==> config.mk <==
export PLATFORM = sky130hd
export DESIGN_NAME = reg_ctrl_unit
export DESIGN_NICKNAME = d
export VERILOG_FILES = /design/src/rtl/reg_ctrl_unit.sv
export SDC_FILE = /design/constraint.sdc
export NUM_CORES = 1
export LEC_CHECK = 0
export BUFFER_PORTS_ARGS = -buffer_cell sky130_fd_sc_hd__buf_2
export CORE_UTILIZATION = 40
export DETAILED_ROUTE_END_ITERATION = 8
export RECOVER_POWER = 100
export SYNTH_ARGS = -nofsm -noshare
export SYNTH_HDL_FRONTEND = slang
export SYNTH_SLANG_ARGS = --single-unit
==> constraint.sdc <==
create_clock -name clk -period 5.4 [get_ports clk]
set_input_delay 0.27 -clock clk [delete_from_list [all_inputs] [get_ports clk]]
set_output_delay 0.27 -clock clk [all_outputs]
set_load 0.005 [all_outputs]
==> src/rtl/reg_ctrl_unit.sv <==
// reg_ctrl_unit: x/y register-file sequencer; decodes one instruction, runs ALU/memory handshakes, pulses one load strobe.
// Latency accept->strobe: MOVI 2, LDR 2+ack wait, ALU 3+done wait; WAIT states abort after TIMEOUT cycles.
// Backpressure: instr_ready only in IDLE; define REG_CTRL_PERF_CNT_EN to add the retired_cnt output.
module reg_ctrl_unit #(
    parameter int TIMEOUT = 15,
    parameter int IMM_W   = 9
) (
    input  logic        clk,
    input  logic        rst,
    input  logic        instr_valid,
    output logic        instr_ready,
    input  logic [15:0] instr,
    output logic        rw,
    output logic        lse,
    output logic        ldm,
    output logic        lacc,
    output logic [15:0] se_out,
    output logic [3:0]  alu_op,
    output logic        alu_start,
    input  logic        alu_done,
    output logic        mem_rd,
    output logic        mem_wr,
    input  logic        mem_ack,
    output logic        busy,
    output logic        halted,
    output logic [1:0]  err,
    input  logic        err_clr
`ifdef REG_CTRL_PERF_CNT_EN
    ,
    output logic [15:0] retired_cnt
`endif
);

    localparam logic [5:0] OP_NOP  = 6'h00;
    localparam logic [5:0] OP_LDR  = 6'h01;
    localparam logic [5:0] OP_STR  = 6'h02;
    localparam logic [5:0] OP_MOVI = 6'h03;
    localparam logic [5:0] OP_HLT  = 6'h3F;
    localparam logic [7:0] TLAST   = 8'(TIMEOUT - 1);

    typedef enum logic [2:0] {
        IDLE, DECODE, EXEC_ALU, WAIT_ALU, WAIT_MEM, WRITEBACK, HALT
    } state_t;

    state_t     state;
    logic [5:0] op;
    logic [7:0] tcnt;
    logic [1:0] err_base;
    logic       is_alu;

    // A new error bit set in the same cycle as err_clr survives the clear.
    assign err_base = err_clr ? 2'b00 : err;
    assign is_alu   = (op >= 6'h04) && (op <= 6'h0B);

    always_ff @(posedge clk or posedge rst) begin
        if (rst) begin
            state       <= IDLE;
            op          <= '0;
            tcnt        <= '0;
            instr_ready <= 1'b1;
            busy        <= 1'b0;
            halted      <= 1'b0;
            rw          <= 1'b0;
            lse         <= 1'b0;
            ldm         <= 1'b0;
            lacc        <= 1'b0;
            se_out      <= '0;
            alu_op      <= '0;
            alu_start   <= 1'b0;
            mem_rd      <= 1'b0;
            mem_wr      <= 1'b0;
            err         <= '0;
        end else begin
            lse       <= 1'b0;
            ldm       <= 1'b0;
            lacc      <= 1'b0;
            alu_start <= 1'b0;
            err       <= err_base;
            case (state)
                IDLE: begin
                    if (instr_valid) begin
                        state       <= DECODE;
                        instr_ready <= 1'b0;
                        busy        <= 1'b1;
                        op          <= instr[15:10];
                        rw          <= instr[9];
                        alu_op      <= instr[13:10];
                        se_out      <= {{(16-IMM_W){instr[IMM_W-1]}}, instr[IMM_W-1:0]};
                    end
                end
                DECODE: begin
                    tcnt <= '0;
                    if (op == OP_MOVI) begin
                        state <= WRITEBACK;
                        lse   <= 1'b1;
                    end else if (is_alu) begin
                        state     <= EXEC_ALU;
                        alu_start <= 1'b1;
                    end else if (op == OP_LDR) begin
                        state  <= WAIT_MEM;
                        mem_rd <= 1'b1;
                    end else if (op == OP_STR) begin
                        state  <= WAIT_MEM;
                        mem_wr <= 1'b1;
                    end else if (op == OP_HLT) begin
                        state  <= HALT;
                        busy   <= 1'b0;
                        halted <= 1'b1;
                    end else begin
                        if (op != OP_NOP)
                            err <= err_base | 2'b01;
                        state       <= IDLE;
                        instr_ready <= 1'b1;
                        busy        <= 1'b0;
                    end
                end
                EXEC_ALU: begin
                    state <= WAIT_ALU;
                    tcnt  <= '0;
                end
                WAIT_ALU: begin
                    if (alu_done) begin
                        state <= WRITEBACK;
                        lacc  <= 1'b1;
                    end else if (tcnt == TLAST) begin
                        err         <= err_base | 2'b10;
                        state       <= IDLE;
                        instr_ready <= 1'b1;
                        busy        <= 1'b0;
                    end else begin
                        tcnt <= tcnt + 8'd1;
                    end
                end
                WAIT_MEM: begin
                    // An ack on the expiry cycle still completes the access.
                    if (mem_ack) begin
                        mem_rd <= 1'b0;
                        mem_wr <= 1'b0;
                        if (op == OP_LDR) begin
                            state <= WRITEBACK;
                            ldm   <= 1'b1;
                        end else begin
                            state       <= IDLE;
                            instr_ready <= 1'b1;
                            busy        <= 1'b0;
                        end
                    end else if (tcnt == TLAST) begin
                        mem_rd      <= 1'b0;
                        mem_wr      <= 1'b0;
                        err         <= err_base | 2'b10;
                        state       <= IDLE;
                        instr_ready <= 1'b1;
                        busy        <= 1'b0;
                    end else begin
                        tcnt <= tcnt + 8'd1;
                    end
                end
                WRITEBACK: begin
                    state       <= IDLE;
                    instr_ready <= 1'b1;
                    busy        <= 1'b0;
                end
                HALT: state <= HALT;
                default: begin
                    state       <= IDLE;
                    instr_ready <= 1'b1;
                    busy        <= 1'b0;
                end
            endcase
        end
    end

`ifdef REG_CTRL_PERF_CNT_EN
    logic retire;

    assign retire = (state == WRITEBACK)
                 || (state == DECODE && op == OP_NOP)
                 || (state == WAIT_MEM && mem_ack && op == OP_STR);

    always_ff @(posedge clk or posedge rst) begin
        if (rst)
            retired_cnt <= '0;
        else if (retire)
            retired_cnt <= retired_cnt + 16'd1;
    end
`endif

endmodule

==> flow_summary_export.csv, run 1 <==
group,metric,value,unit
cts,clkLatencyLatePin,270,ps
outcome,outcome,"complete, but fails checks",
critical_path,crit_buf_inv,0,
drt,totalWireLength,4.04,mm
cts,clk_path_buf_depth,2,
critical_path,r2r_cells,5,
drt,vias,1546,
timing,postLayoutSetupSlackWorst,2940,ps
critical_path,cp_num_cells,5,
drt,wl_per_cell,13.6,µm
cts,postCtsSetupRepairBufs,0,
global_routing,antenna_found_initial,0,
die,io_pins,54,
timing,hold_viol,0,
critical_path,crit_required,5610,ps
cts,clock-sinks,38,
cts,hold_buffers,0,
timing,fmax,0.406,GHz
yosys,synth.avg_cell_area,10.7,µm²
cts,numCtsBuffers,5,
placed_design,port_buffers,53,
global_routing,grtUsageTotal,16.6,%
cts,cts_tree,"yes",
critical_path,path_class,"register to register",
power,power.density,525,nW/µm²
timing,tightest_slew,2040,ps
yosys,ys_types,49,
cells_and_area,regArea,952,µm²
drt,drtAntennaViolNets,0,
timing,rsz0062_at_grt,"false",
critical_path,cpMaxStageDelayCell,"nor4_1",
cts,cts_resized,0,
power,p_leak,1.03,nW
timing,timing.final.crit_share,45.6,%
drt,firstDrtPassIters,6,
global_routing,overflow,0,
power,peakVddDrop,230,µV
cells_and_area,syn2layout_area_growth,12.4,%
yosys,synth.yosys.seq_area_share,46.9,%
critical_path,start_kind,"register",
die,start_util,42.4,%
critical_path,crit_chain,"nor4_1 > a41oi_1 > o2111ai_1 > nor2_1 > mux2_1",
cts,cts-htree-levels,2,
cells_and_area,nets,254,
cts,clk_pin_slew_worst_paths,70,ps
worst_hold_path,whs_path_depth,2,
global_routing,grt_max_degree,39,
yosys,syn_inst,189,
timing,drv_slew,39,
die,core_area,4790,µm²
yosys,synth.area.top_cells,"dfrtp_1, mux2_2, buf_4",
critical_path,cp-end-kind,"register",
drt,via_per_inst,5.19,
yosys,ys_warn_count,0,
global_routing,grt_pass1_wl,6.82,mm
cells_and_area,nFillCells,466,
timing,tns,0,ps
yosys,synth_area,2030,µm²
critical_path,crit_family,"simple AND/OR/NAND/NOR gates",
timing,max-slew-margin-rel,-36.3,%
outcome,violations,"max-capacitance violations, max-slew violations",
cells_and_area,multi_input_area,865,µm²
run,cap_violations,1,
cells_and_area,diodes,0,
die,die_y,73.2,µm
yosys,yosysTopAreaCell,"dfrtp_1",
drt,dr.first_iter.drc_count,152,
placed_design,pre_cts_ws,3250,ps
critical_path,path_max_fanout,7,
timing,post-route-min-period,2460,ps
timing,fin_skew,2.33,ps
yosys,synth.top_cell.area_share,45.7,%
worst_hold_path,hp-class,"input pin to register",
die,die_area,5360,µm²
cells_and_area,drive_gt1_share,32.0,%
cts,cts_root_buffer,"clkbuf_8",
die,die_w,73.2,µm
timing,setup_viol,0,
placed_design,gp_congestion,0.802,
critical_path,arrival,2670,ps
drt,route.detailed.drc,0,
die,core.rowCount,25,
placed_design,hpwlAfterDp,2.93,mm
yosys,ys_seq_elements,38,
global_routing,grt_pass1_vias,1480,
critical_path,cp_slowest_stage_delay,920,ps
yosys,synth.net_count,213,
## cells by family (layout without fill, tap and decap cells)
group,count (synthesis),in the layout,share of synthesized area (%)
simple gates,63,63,19.4
compound gates,39,39,13.1
flops,38,38,46.9
buf+inv,28,70,9.01
mux,17,17,9.44
fa+ha+maj,2,2,1.23
xor+xnor,2,2,0.864
## area by class of cell
type | count | area share [%]
clock buffers | 7 | 3.79
clock inverters | 1 | 0.220
inverters | 8 | 1.32
multi-input cells | 123 | 37.9
flip-flops and latches | 38 | 41.8
well taps | 67 | 3.68
repair buffers | 54 | 11.3
## per-stage QoR
step                      cells  utilization, %  instance area [µm²]  hold slack, ps  total power, W
final                       298            47.6                 2280             197         0.00120
after global routing        298            47.6                 2280             196         0.00129
after CTS                   298            48.5                 2320             112         0.00123
after detailed placement    290            46.6                 2230             415         0.00103
after global placement      290            46.6                 2230             417         0.00103
after floorplan             189               -                 2030             363        0.000938
## cell usage after synthesis, drive strengths merged
master and instances:
nor3 6, o311ai 1, nor4 2, o32ai 1, or3b 2, o21ai 11, or2 1, a21oi 8
nand2b 3, inv 8, o211ai 1, nand3 6, and4 2, dfstp 1, a31oi 1, nor3b 2
or3 4, ha 2, xor2 1, a41oi 3, xnor2 1, and4b 1, dfrtp 37, nor2 12
nand2 8, a21o 2, o31ai 5, nand4 4, clkbuf 2, o2111ai 1, a222oi 1, o22ai 2
or4 3, buf 18, nand3b 1, a21boi 1, a211oi 1, nor2b 2, mux2 17, nand4b 1
and2 3
## cell usage in the layout (no fill, tap or decap), types with 7 or more instances in the layout
cell / n
inv_1: 8
buf_2: 44
nand2_1: 7
o21ai_0: 11
mux2_2: 16
nor2_1: 12
a21oi_1: 7
dfrtp_1: 37
clkbuf_1: 9
## flip-flops by register name, summed over array words and instances (netlist names), 2 cells and up
register / flops
err: 2
tcnt: 8
alu_op: 3
se_out: 9
op: 3
state: 3
## worst paths after layout
kind | startpoint | to | slack, ps
setup / recovery | op[3] | instr_ready | 2940
hold / removal | err_clr | err[0] | 200
setup reg to reg | op[3] | instr_ready | 2940
hold reg to reg | halted | halted | 470
max in group asynchronous | rst | se_out[4] | 3510
min in group asynchronous | rst | se_out[3] | 720
## power by group
part | switching [W] | total (W) | internal, W
Combinational | 0.000244 | 0.000492 | 0.000248
Clock | 0.0000937 | 0.000197 | 0.000103
Sequential | 0.000118 | 0.000509 | 0.000391
## layer usage
layer / GRT usage [%] / share of wire (%) / wire length (µm)
met1: 22.9 / 51 / 2040
met2: 25.2 / 42 / 1710
met3: 4.14 / 5.6 / 225
met5: 0 / 0 / 0
met4: 5.88 / 1.6 / 65
Note: power is estimated with default switching activity, not from simulation.
==> run 2: changes to the inputs <==
--- a/config.mk
+++ b/config.mk
@@ -8,6 +8,7 @@
 export BUFFER_PORTS_ARGS = -buffer_cell sky130_fd_sc_hd__buf_2
 export CORE_UTILIZATION = 40
 export DETAILED_ROUTE_END_ITERATION = 8
+export PLACE_DENSITY = 0.66
 export RECOVER_POWER = 100
 export SYNTH_ARGS = -nofsm -noshare
 export SYNTH_HDL_FRONTEND = slang
==> constraint.sdc (replaced) <==
create_clock -name clk -period 2.15 [get_ports clk]
set_input_delay 0.1075 -clock clk [delete_from_list [all_inputs] [get_ports clk]]
set_output_delay 0.1075 -clock clk [all_outputs]
set_load 0.005 [all_outputs]
==> run 2 against run 1 <==
  * The run now ends clean
  * Critical endpoint is now tcnt[6]
  * Global-route usage is 0.65 points higher
  * Die area did not move
  * Highest routed layer unchanged
  * Combinational power rose to 2.7 times the previous value
  * Critical path type unchanged
  * Final cell count grew 2.7%
  * Clock power grew to 3.1 times the previous value
  * Clock-buffer cell count fell by 2
  * Maximum frequency rose by 26%
  * Non-clock buffer count grew 8
==> flow_summary_export.csv, run 2 (synthesized netlist as in run 1, its figures left out) <==
group,metric,value,unit
die,io_pins,54,
cells_and_area,top_register,"se_out",
timing,fin_skew,2.41,ps
cells_and_area,largest_reg_flops,9,
die,core_area,4790,µm²
cts,cts_root_buffer,"clkbuf_8",
critical_path,r2r-start,"state[0]",
critical_path,start_kind,"register",
global_routing,grt_max_degree,39,
worst_hold_path,hold_start,"instr[9]",
placed_design,pre_cts_ws,133,ps
placed_design,dp_cells,296,
worst_hold_path,min_to,"rw",
worst_hold_path,whs_path_depth,2,
die,die_y,73.2,µm
timing,holdWs,35.8,ps
timing,postLayoutSetupSlackWorst,203,ps
timing,post-route-min-period,1950,ps
critical_path,arrival,2170,ps
cells_and_area,layout_commonest_cell,"buf_2",
cts,cts-htree-levels,2,
timing,setup_viol,0,
critical_path,r2r_cells,5,
timing,fmax,0.514,GHz
critical_path,path_max_fanout,13,
cells_and_area,syn2layout_area_growth,18.0,%
power,p_leak,1.06,nW
cells_and_area,final_cell_mix,"buf_2, dfrtp_1, mux2_2",
timing,tightest_slew,939,ps
cts,cts_tree,"yes",
cells_and_area,nets,262,
worst_hold_path,hp-class,"input pin to register",
drt,firstDrtPassIters,4,
drt,route.detailed.drc,0,
global_routing,grt_pass1_vias,1514,
timing,max-slew-margin-rel,37.4,%
critical_path,rr_endpoint,"tcnt[6]",
placed_design,hpwlAfterDp,2.99,mm
run,cap_violations,0,
cts,clock-sinks,38,
die,core.rowCount,25,
global_routing,grt_pass1_wl,7.01,mm
timing,hold_viol,0,
drt,wl_per_cell,13.4,µm
cts,clk_path_buf_depth,2,
timing,drv_slew,0,
drt,via_per_inst,5.19,
die,start_util,42.4,%
global_routing,antenna_found_initial,0,
cts,clk_pin_slew_worst_paths,80,ps
placed_design,port_buffers,53,
timing,timing.final.crit_share,90.6,%
timing,rsz0062_at_grt,"false",
outcome,outcome,"finished clean",
cts,clkLatencyLatePin,300,ps
cells_and_area,top_regs,"se_out (9), tcnt (8)",
drt,totalWireLength,4.10,mm
critical_path,cp-end-kind,"register",
critical_path,path_class,"register to register",
global_routing,grtUsageTotal,17.3,%
drt,dr.first_iter.drc_count,76,
die,die_w,73.2,µm
critical_path,reg2reg_setup_slack,200,ps
timing,tns,0,ps
cts,postCtsSetupRepairBufs,0,
power,power.density,1350,nW/µm²
power,peakVddDrop,777,µV
cells_and_area,drive_gt1_share,33.5,%
cells_and_area,diodes,0,
global_routing,overflow,0,
cells_and_area,layout.cells.non_filler,306,
power,total_power,0.00324,W
cts,numCtsBuffers,5,
critical_path,crit_required,2380,ps
drt,drtAntennaViolNets,0,
die,die_area,5360,µm²
drt,vias,1587,
placed_design,gp_congestion,0.851,
## run 2: report_power, final
part	switching, W	leakage (nW)	internal, W
combinational	0.000651	0.530	0.000686
sequential	0.000302	0.479	0.000981
clock	0.000273	0.0504	0.000345
total	0.00123	1.06	0.00201
## run 2: per-stage QoR
step	util (%)	instance area (µm²)
after floorplan	-	2030
after global placement	47.6	2280
after detailed placement	47.6	2280
after CTS	50.4	2410
after global routing	50.0	2390
final	50.0	2390
## run 2: how the worst max path moves through the flow
stage | slack, ps | start | cells after the start | endpoint
6_report | 200 | state[0] | 5 | tcnt[6]
5_1_grt | 80 | tcnt[0] | 7 | tcnt[7]
4_1_cts | 120 | tcnt[0] | 7 | tcnt[3]
3_5_place_dp | 130 | tcnt[0] | 7 | tcnt[3]
3_3_place_gp | 190 | tcnt[0] | 7 | tcnt[3]
2_1_floorplan | 380 | tcnt[0] | 8 | tcnt[3]
## run 2: per-layer routing
layer | up-vias | track usage, % | share of wire (%)
li1 | 773 | - | -
met2 | 64 | 26.0 | 45
met5 | - | 0 | 0
met4 | 0 | 5.88 | 1.2
met1 | 744 | 22.8 | 47
met3 | 6 | 6.35 | 6.7
## run 2: worst max-delay path: stages, from the launching register on
cell	delay, ps
dfrtp_1	510
or3b_4	480
nand2_2	140
a21oi_4	110
or4_1	470
a21oi_1	150
## run 2: cell type report
| cell class | instances | area (µm²) |
|---|---|---|
| Clock buffer | 5 | 68.8 |
| Clock inverter | 3 | 45.0 |
| Fill cell | 456 | 2390 |
| Inverter | 8 | 30.0 |
| Multi-Input combinational cell | 123 | 897 |
| Sequential cell | 38 | 952 |
| Tap cell | 67 | 83.8 |
| Timing Repair Buffer | 62 | 315 |
## run 2: timing repair
item / 4_1_cts / 5_1_grt
endpoints found under the hold margin: 39 / 0
hold buffers: 2 / 0
setup endpoints to repair: 0 / 3
resized for setup: 0 / 1
==> run 3: changes to the inputs <==
==> constraint.sdc (replaced) <==
create_clock -name clk -period 2.15 [get_ports clk]
set_input_delay 0.3225 -clock clk [delete_from_list [all_inputs] [get_ports clk]]
set_output_delay 0.3225 -clock clk [all_outputs]
set_load 0.005 [all_outputs]
==> run 3 against run 2 <==
  * Sequential share of layout area up 0.34 points
  * Critical path depth unchanged
  * Non-clock buffer count down 2
  * Largest power group unchanged
  * Flip-flop and latch count stayed put
  * Critical path type unchanged
  * Design area down 0.84%
==> flow_summary_export.csv, run 3 (synthesized netlist as in run 1, its figures left out) <==
group,metric,value,unit
critical_path,rr_endpoint,"tcnt[6]",
critical_path,crit_required,2380,ps
cts,clk_pin_slew_worst_paths,80,ps
cells_and_area,top_regs,"se_out (9), tcnt (8)",
worst_hold_path,hold_start,"err_clr",
power,power.density,1360,nW/µm²
power,peakVddDrop,777,µV
cts,numCtsBuffers,5,
placed_design,port_buffers,53,
cells_and_area,final_area,2370,µm²
timing,max-slew-margin-rel,37.4,%
die,die_w,73.2,µm
cells_and_area,top_register,"se_out",
global_routing,grt_pass1_wl,7.00,mm
critical_path,r2r-start,"state[0]",
cells_and_area,largest_reg_flops,9,
power,p_leak,1.05,nW
critical_path,cp-end-kind,"register",
timing,hold_viol,0,
drt,totalWireLength,4.10,mm
drt,dr.first_iter.drc_count,79,
cells_and_area,drive_gt1_share,33.8,%
placed_design,placed_cell_area,2280,µm²
cts,clock-sinks,38,
cts,cts-htree-levels,2,
critical_path,path_class,"register to register",
drt,firstDrtPassIters,4,
die,core.rowCount,25,
cts,cts_root_buffer,"clkbuf_8",
cts,postCtsSetupRepairBufs,0,
die,die_area,5360,µm²
critical_path,r2r_cells,5,
cts,clk_path_buf_depth,2,
drt,vias,1585,
outcome,outcome,"finished clean",
placed_design,hpwlAfterDp,2.99,mm
timing,tns,0,ps
cells_and_area,syn2layout_area_growth,17.0,%
drt,via_per_inst,5.21,
critical_path,start_kind,"register",
critical_path,arrival,2170,ps
placed_design,gp_congestion,0.851,
critical_path,crit_buf_inv,0,
global_routing,grtUsageTotal,17.2,%
drt,wl_per_cell,13.5,µm
die,die_y,73.2,µm
global_routing,antenna_found_initial,0,
worst_hold_path,hp-class,"input pin to register",
cts,clkLatencyLatePin,300,ps
critical_path,crit_chain,"or3b_4 > nand2_2 > a21oi_4 > or4_1 > a21oi_1",
timing,rsz0062_at_grt,"false",
cells_and_area,nets,260,
timing,drv_slew,0,
die,start_util,42.4,%
timing,timing.final.crit_share,90.6,%
timing,post-route-min-period,1950,ps
critical_path,reg2reg_setup_slack,200,ps
cells_and_area,diodes,0,
cells_and_area,final_cell_mix,"buf_2, dfrtp_1, mux2_2",
global_routing,grt_max_degree,39,
global_routing,overflow,0,
drt,route.detailed.drc,0,
global_routing,grt_pass1_vias,1508,
drt,drtAntennaViolNets,0,
critical_path,path_max_fanout,13,
cts,cts_tree,"yes",
timing,tightest_slew,939,ps
timing,setup_viol,0,
critical_path,cpMaxStageDelayCell,"dfrtp_1",
critical_path,cp_slowest_stage_delay,510,ps
die,core_area,4790,µm²
run,cap_violations,0,
placed_design,pre_cts_ws,133,ps
worst_hold_path,whs_path_depth,2,
die,io_pins,54,
critical_path,crit_family,"simple AND/OR/NAND/NOR gates",
timing,postLayoutSetupSlackWorst,202,ps
worst_hold_path,min_to,"err[1]",
timing,fmax,0.513,GHz
cells_and_area,layout_commonest_cell,"buf_2",
timing,fin_skew,2.40,ps
==> run 3: final cells by class <==
cell class,instances,area (µm²)
clock inverters,3,45.0
clock buffers,5,68.8
well taps,67,83.8
flip-flops and latches,38,952
inverters,8,30.0
repair buffers,60,295
fillers,458,2410
multi-input cells,123,897
==> run 3: report_power, final <==
| group | leakage (nW) | internal, W | switching [W] |
|---|---|---|---|
| registers | 0.479 | 0.000981 | 0.000302 |
| logic | 0.522 | 0.000684 | 0.000650 |
| clock network | 0.0504 | 0.000345 | 0.000273 |
==> run 3: per-stage QoR <==
step	power (W)	std cells	utilization, %	hold slack, ps
final	0.00324	304	49.6	220
after global routing	0.00350	304	49.6	208
after floorplan	0.00236	189	-	416
after detailed placement	0.00266	296	47.6	455
after CTS	0.00329	304	50.0	146
after global placement	0.00263	296	47.6	449
==> run 3: worst max-delay path by stage <==
stage | startpoint | to | slack, ps | cells after the start
floorplan | tcnt[0] | tcnt[3] | 380 | 8
global placement | tcnt[0] | tcnt[3] | 190 | 7
detailed placement | tcnt[0] | tcnt[3] | 130 | 7
CTS | tcnt[0] | tcnt[3] | 120 | 7
global route | tcnt[0] | tcnt[7] | 80 | 7
finish | state[0] | tcnt[6] | 200 | 5
==> run 3: repair_timing <==
action	CTS	global route
endpoints found under the setup margin	0	3
gates resized for setup	0	1
hold buffers	0	0
==> run 3: metal layers <==
layer | up-vias | global-route usage, % | routed length (µm)
li1 | 769 | - | -
met1 | 746 | 22.8 | 1920
met2 | 64 | 25.9 | 1850
met3 | 6 | 6.35 | 280
met4 | 0 | 5.88 | 50
met5 | - | 0 | 0
